**config.mk**
```make
export PLATFORM = sky130hd
export DESIGN_NAME = imm_gen_pipe
export DESIGN_NICKNAME = d
export VERILOG_FILES = /design/src/rtl/imm_gen_pipe.sv
export SDC_FILE = /design/constraint.sdc
export NUM_CORES = 1
export LEC_CHECK = 0
export ABC_AREA = 1
export CAP_MARGIN = 20
export CORE_ASPECT_RATIO = 1.1
export CORE_UTILIZATION = 40
export CTS_CLUSTER_DIAMETER = 30
export DETAILED_ROUTE_END_ITERATION = 10
export PLACE_DENSITY = 0.69
export SYNTH_ARGS = -nofsm -noshare
export SYNTH_HDL_FRONTEND = slang
export SYNTH_SLANG_ARGS = --single-unit
```
**constraint.sdc**
```tcl
create_clock -name clk -period 11.6 [get_ports clk]
set_clock_uncertainty 0.05 [all_clocks]
set_input_delay 1.16 -clock clk [delete_from_list [all_inputs] [get_ports clk]]
set_output_delay 1.16 -clock clk [all_outputs]
set_load 0.005 [all_outputs]
```
**src/rtl/imm_gen_pipe.sv**
```systemverilog
// Registered immediate generator for the RV32I/RV64I decode stage: decodes immediate,
// format and illegal flag plus the PC-relative target, buffered by a 2-entry skid FIFO.
module imm_gen_pipe #(
  parameter int XLEN  = 32,
  parameter int ZICSR = 1
) (
  input  logic            clk,
  input  logic            reset,
  input  logic            flush,
  input  logic            in_valid,
  output logic            in_ready,
  input  logic [31:0]     in_instr,
  input  logic [XLEN-1:0] in_pc,
  output logic            out_valid,
  input  logic            out_ready,
  output logic [XLEN-1:0] out_imm,
  output logic [2:0]      out_fmt,
  output logic            out_illegal,
  output logic [XLEN-1:0] out_pc,
  output logic [XLEN-1:0] out_target
);

  localparam logic [2:0] FMT_NONE = 3'd0;
  localparam logic [2:0] FMT_I    = 3'd1;
  localparam logic [2:0] FMT_S    = 3'd2;
  localparam logic [2:0] FMT_B    = 3'd3;
  localparam logic [2:0] FMT_U    = 3'd4;
  localparam logic [2:0] FMT_J    = 3'd5;
  localparam logic [2:0] FMT_Z    = 3'd6;

  typedef struct packed {
    logic [XLEN-1:0] imm;
    logic [2:0]      fmt;
    logic            illegal;
    logic [XLEN-1:0] pc;
    logic [XLEN-1:0] target;
  } entry_t;

  typedef enum logic [1:0] {EMPTY = 2'd0, ONE = 2'd1, TWO = 2'd2} state_t;

  function automatic logic signed [XLEN-1:0] sext32(input logic signed [31:0] v);
    logic signed [XLEN-1:0] r;
    for (int i = 0; i < XLEN; i++) r[i] = v[(i < 32) ? i : 31];
    return r;
  endfunction

  function automatic logic [XLEN-1:0] zext32(input logic [31:0] v);
    logic [XLEN-1:0] r;
    for (int i = 0; i < XLEN; i++) r[i] = (i < 32) ? v[(i < 32) ? i : 31] : 1'b0;
    return r;
  endfunction

  function automatic entry_t decode(input logic [31:0] instr, input logic [XLEN-1:0] pc);
    entry_t                 e;
    logic [6:0]             opc;
    logic [2:0]             f3;
    logic                   shift;
    logic signed [XLEN-1:0] imm_i;
    opc   = instr[6:0];
    f3    = instr[14:12];
    shift = (f3 == 3'b001) || (f3 == 3'b101);
    imm_i = sext32({{20{instr[31]}}, instr[31:20]});
    e     = '0;
    e.pc  = pc;
    case (opc)
      7'b0010011: begin
        if (shift) begin
          // RV64 shifts carry a 6-bit shamt; funct6/funct7 bits are dropped
          e.fmt = FMT_Z;
          e.imm = zext32({26'd0, (XLEN == 64) & instr[25], instr[24:20]});
        end else begin
          e.fmt = FMT_I;
          e.imm = imm_i;
        end
      end
      7'b0000011, 7'b1100111: begin
        e.fmt = FMT_I;
        e.imm = imm_i;
      end
      7'b0011011: begin
        if (XLEN != 64) begin
          e.illegal = 1'b1;
        end else if (shift) begin
          e.fmt = FMT_Z;
          e.imm = zext32({27'd0, instr[24:20]});
        end else begin
          e.fmt = FMT_I;
          e.imm = imm_i;
        end
      end
      7'b0100011: begin
        e.fmt = FMT_S;
        e.imm = sext32({{20{instr[31]}}, instr[31:25], instr[11:7]});
      end
      7'b1100011: begin
        e.fmt = FMT_B;
        e.imm = sext32({{19{instr[31]}}, instr[31], instr[7], instr[30:25], instr[11:8], 1'b0});
      end
      7'b0110111, 7'b0010111: begin
        e.fmt = FMT_U;
        e.imm = sext32({instr[31:12], 12'd0});
      end
      7'b1101111: begin
        e.fmt = FMT_J;
        e.imm = sext32({{11{instr[31]}}, instr[31], instr[19:12], instr[20], instr[30:21], 1'b0});
      end
      7'b1110011: begin
        if ((ZICSR != 0) && f3[2]) begin
          e.fmt = FMT_Z;
          e.imm = zext32({27'd0, instr[19:15]});
        end else begin
          e.fmt = FMT_I;
          e.imm = imm_i;
        end
      end
      7'b0110011, 7'b0111011, 7'b0001111: e.fmt = FMT_NONE;
      default: e.illegal = 1'b1;
    endcase
    if (e.fmt == FMT_B || e.fmt == FMT_J || opc == 7'b0010111) e.target = pc + e.imm;
    return e;
  endfunction

  // Stage p0: combinational decode of the incoming instruction
  entry_t ent_p0;
  assign ent_p0 = decode(in_instr, in_pc);

  // Stage p1: main (presented) slot, skid slot and buffer control
  entry_t main_p1, skid_p1;
  state_t state_p1;
  logic   vld_p1, rdy_p1;
  logic   acc, deq;

  assign acc = in_valid && rdy_p1;
  assign deq = vld_p1 && out_ready;

  always_ff @(posedge clk) begin
    if (reset || flush) begin
      state_p1 <= EMPTY;
      vld_p1   <= 1'b0;
      rdy_p1   <= 1'b1;
    end else begin
      case (state_p1)
        EMPTY: if (acc) begin
          state_p1 <= ONE;
          vld_p1   <= 1'b1;
        end
        ONE: begin
          if (acc && !deq) begin
            state_p1 <= TWO;
            rdy_p1   <= 1'b0;
          end else if (deq && !acc) begin
            state_p1 <= EMPTY;
            vld_p1   <= 1'b0;
          end
        end
        TWO: if (deq) begin
          state_p1 <= ONE;
          rdy_p1   <= 1'b1;
        end
        default: begin
          state_p1 <= EMPTY;
          vld_p1   <= 1'b0;
          rdy_p1   <= 1'b1;
        end
      endcase
    end
  end

  always_ff @(posedge clk) begin
    if (state_p1 == TWO) begin
      if (deq) main_p1 <= skid_p1;
    end else if (acc && (state_p1 == EMPTY || deq)) begin
      main_p1 <= ent_p0;
    end else if (acc) begin
      skid_p1 <= ent_p0;
    end
  end

  // Data slots carry no reset; gating with valid gives zero outputs when nothing is held
  assign in_ready    = rdy_p1;
  assign out_valid   = vld_p1;
  assign out_imm     = vld_p1 ? main_p1.imm     : '0;
  assign out_fmt     = vld_p1 ? main_p1.fmt     : FMT_NONE;
  assign out_illegal = vld_p1 & main_p1.illegal;
  assign out_pc      = vld_p1 ? main_p1.pc      : '0;
  assign out_target  = vld_p1 ? main_p1.target  : '0;

endmodule

```
Yosys cells after proc, flatten, opt, wreduce, memory -nomap -nowiden
Cells that the tools add are included.

storage, ports and cells
  logic and storage cells = 89
  flip-flop bits (word level) = 204
  input port bits = 69

operators by class
  bitwise operators = 4
  equality and inequality tests = 24
  add/sub/neg operators = 1
  muxes and demuxes = 25
  reductions and logical operators = 22

operators by type and width
  cell                                           number
  2-to-1 mux 100 bit                             3
  case mux 32 bit (7 select lines)               1
  2-to-1 mux 32 bit                              4
  2-to-1 mux 35 bit                              2
  adder 32 bit                                   1
  == test 7 x 6 -> 1 bit, second input constant  4
  == test 7 bit, second input constant           4
  case mux 3 bit (7 select lines)                1
  == test 7 x 5 -> 1 bit, second input constant  2
  OR reduction 12 bit                            1
  inequality test 2 bit, second input constant   5
  AND reduction 3 bit                            3
  2-to-1 mux 2 bit                               4
  == test 7 x 2 -> 1 bit, second input constant  1
  == test 7 x 4 -> 1 bit, second input constant  1
  == test 3 bit, second input constant           2
  2-to-1 mux 1 bit                               6
  case mux 1 bit (3 select lines)                2
  case mux 2 bit (3 select lines)                1
  logical AND 1 bit                              5
  logical OR 1 bit                               5
  AND reduction 4 bit                            1
  OR reduction 2 bit                             2
  == test 3 x 1 -> 1 bit, second input constant  1
  other kinds (11)                               14

Logic depth before layout (Yosys ltp)
  depth after elaboration = 10
  mapped depth = 25
  depth with buffers taken out = 25

Least setup slack after synthesis
No wires, ideal clock.

  kind = input port to flip-flop
  start = input in_valid
  end = register skid_p1[0] in the netlist's numbering, enable pin
  arrival = 8.085 ns
  setup slack = 2.784 ns
  library setup time = 0.681 ns
  stages = 2
  cell sequence = nand2_1 nor3_1

on the way
  word-level cells in the longest chain between the ends = 4

ends and longest elaborated chain
  item                                      line  text
  from (decl)                               10    input logic in_valid,
  logical AND 1 bit (*)                     133   assign acc = in_valid && rdy_p1;
  logical AND 1 bit                         172   end else if (acc && (state_p1 == EMPTY || deq)) begin
  inverter 1 bit (no source line)           --
  AND reduction 3 bit (no source line) (*)  --
  to (signal assigned)                      175   skid_p1 <= ent_p0;
  to (decl)                                 128   entry_t main_p1, skid_p1;

Mark *: on every way between the ends. The rest lies on a longest branch, timed or not.
A chain may end at the register's enable or synchronous reset.

==> metrics <==
worst hold path stage count 2; Post-synth EDFFs 200; HPWL Detailed 24.1 mm; Synth Register Bits 204; synthesized instance count 1336; Root Buffer clkbuf_16; layout cell share with drive strength beyond 1 7.37%; Final Setup Violations 0; leakage power 6.87 nW; Final TNS setup 0 ns; fin crit period 4.59 ns; Detailed Route Iter0 Violations 702; Wirelength per Cell 17.2 um; Max VDD drop 0.0000925 V; clk slew on worst S/H paths 0.05 ns; Final Hold Fails 0; min-delay src skid_p1[34]$_DFFE_PP_; Final Max Tran Viols 0; CP arrival 4.79 ns; largest net degree at the start of global routing 104; R2R setup slack 8.73 ns; ANT cells 0; post-layout power 2.25 mW; clock share of power 53.7%; vias in the first global route 8976; combinational share of power 7.9%; die area 28800 um^2; final worst slack 7.01 ns; clock buffer depth 3; # H-tree levels 2; mux cell area share after synthesis 0%; Sink Count 204; Worst Tran Pin Value 1.01 ns; sequential element share of the synthesized area 54.1%; Synth Area in Adders 3.85%; Crit Reg-Reg Endpoint main_p1[81]$_DFFE_PP_; input/output buffers 170; simple logic cell fraction of the synthesized area 26.5%; initial core utilization 40.6%; cts bufs inserted 41; post-place setup slack 6.50 ns; slowest CP cell clkdlybuf4s50_1; Synth area leader edfxtp_1; NumNets Final 1619; Resize count post-CTS 0; Max Freq 218 MHz; initial antenna violation count 0; largest family of logic cells by synthesized area simple AND/OR/NAND/NOR gates; Synth async-reset ratio 0%; final WL 32.8 mm; number of fill cells in the layout 2584; YS warnings 0; Synth Area in Compound Gates 6.05%; synthesis-to-finish area growth 31.1%; pwr/cell area 153 nW/um^2; Final Wtd Congestion 0.911; Startpoint Class input port; syn_nets 1439; Max FO, Critical Path 7; Post-CTS Setup Inserts 0; first-pass GRT wire length 50.2 mm; Core Rows 64; Int Pwr 1.73 mW; worst setup path category input port to register; Vias 9399; area share of the largest cell type after synthesis 53.4%; Critical Path Most Common Cell nand2_1; CTS tree done; Synth cell types 43; delay of the slowest critical-path stage 0.56 ns; period utilization 39.6%; Syn Area/Cell 8.42 um^2; Die Height 178 um; capturing element type of the critical path register; slew margin rel. 32.7%; worst hold path type register to register; hold path endpoint main_p1[34]$_DFFE_PP_; status completed; cell area after synthesis 11200 um^2; RSZ-0062 raised after global routing no; max_cap viols 0; DRT Pass-1 Iters 6; Final ANT Viol Nets 0; largest cells by area after synthesis edfxtp_1 (53%), nand2_1 (17%), inv_1 (6.5%), ha_1 (3.7%), nor2_1 (3.6%); xor/xnor share of the synthesized area 1.09%; core area 27700 um^2; r2r worst-path depth 5; num ports 171; P_sw 0.519 mW; Seq pwr share 38.4%; hold_buf cts 0; Reg2Reg Launch Point out_valid$_SDFFE_PP0P_; Sw Share 23.1%; DRC viols 0; detail-routed via count per cell 4.92; GRT Total Usage 23.1%; Skew-Pair Late Insertion Delay 0.53 ns; Primary FF master, synth edfxtp_1; grt ovf 0; crit path cell chain clkdlybuf4s50_1 -> nor2_1 -> nand2_1 -> nor2_1 -> nand2_1 -> nand2_1 -> nor3_2 -> nand2_1 -> inv_2 -> nor2_1 -> ha_1 -> nand2_1 -> nor2_1 -> nand2_1 -> o21ai_0 -> nand2_1 -> nand2_1 -> nand2_1 -> nand3_1 -> o21ai_0; WP data required 11.80 ns; Die Span X 162 um
-- per-layer routing --
layer  track usage (%)  vias up  wire [um]
met2              39.2      305      15900
met4              7.98        0        932
met3              3.04       62       1910
met1              30.2     4346      14100
met5                 0        -          0
li1                  -     4686          -
-- critical path, delay by kind of cell --
kind	cells	cell delay [ns]
adder cells (fa/ha/maj)	1	0.40
AND/OR/NAND/NOR	15	1.96
AO/OA/AOI/OAI	2	0.53
buffers and inverters	2	0.74
-- cell type report --
| class | count | area (um^2) | share of cell area (%) |
|---|---|---|---|
| Multi-Input combinational cell | 890 | 4230 | 28.7 |
| Timing Repair Buffer | 177 | 1770 | 12.0 |
| Inverter | 202 | 762 | 5.17 |
| Tap cell | 363 | 454 | 3.08 |
| Clock inverter | 30 | 404 | 2.74 |
| Sequential cell | 204 | 6090 | 41.3 |
| Clock buffer | 43 | 1030 | 7.01 |
-- cell usage in the layout (no fill, tap or decap), drive strengths merged, types with 15 or more instances in the layout --
cell and n:
a21oi 51, clkdlybuf4s50 170, ha 33, a31oi 16
nand3 49, nor2 113, clkbuf 43, clkinv 17
o21ai 31, inv 205, edfxtp 200, nor3 15
nand2 520
-- synthesized netlist by cell type, drive strengths merged, types with 2 or more instances --
library cell	n
nand2	520
inv	202
edfxtp	200
nor2	113
a21oi	51
nand3	49
ha	33
clkbuf	31
o21ai	31
a31oi	16
nor3	15
nand4	14
xnor2	11
buf	9
o21bai	6
nor4	5
dfxtp	4
nand3b	4
o221ai	4
or2	3
xor2	3
and2	2
o211ai	2
o21a	2
-- through the flow --
step	area, um^2	util [%]	hold WS, ns	cells
final	14700	53.2	0.461	1909
after global routing	14700	53.2	0.481	1909
after CTS	14700	53.1	0.462	1908
after detailed placement	13300	47.9	0.452	1835
after global placement	13300	47.9	0.446	1835
after floorplan	11200	-	0.409	1336
-- state kept, by name (all words and copies together) (netlist names) --
signal and flops:
in_ready 1, main_p1 100, out_valid 1, skid_p1 100
state_p1 2
-- kinds of logic (layout without fill, tap and decap cells) --
| family | after synthesis | in the layout |
|---|---|---|
| flip-flops | 204 | 204 |
| AO/OA/AOI/OAI | 116 | 116 |
| buffers and inverters | 242 | 452 |
| AND/OR/NAND/NOR | 726 | 726 |
| XOR/XNOR | 14 | 14 |
| adder cells (fa/ha/maj) | 34 | 34 |
-- power groups by stage --
stage          logic, mW  clock network (mW)  registers, mW
2_1_floorplan     0.0899                   0          0.875
3_3_place_gp       0.173                   0          0.880
3_5_place_dp       0.174                   0          0.881
4_1_cts            0.175                1.22          0.868
5_1_grt            0.194                1.26          0.867
6_report           0.177                1.21          0.865
-- worst max path at each step --
| stage | endpoint | slack, ns | from |
|---|---|---|---|
| final | main_p1[29]$_DFFE_PP_ | 7.01 | in_instr[5] |
| after global routing | main_p1[29]$_DFFE_PP_ | 6.65 | in_instr[4] |
| after CTS | main_p1[29]$_DFFE_PP_ | 7.02 | in_instr[5] |
| after detailed placement | main_p1[29]$_DFFE_PP_ | 6.50 | in_instr[5] |
| after global placement | main_p1[29]$_DFFE_PP_ | 6.41 | in_instr[5] |
| after floorplan | skid_p1[0]$_DFFE_PP_ | 2.78 | in_valid |
(Power assumes the default switching activity.)
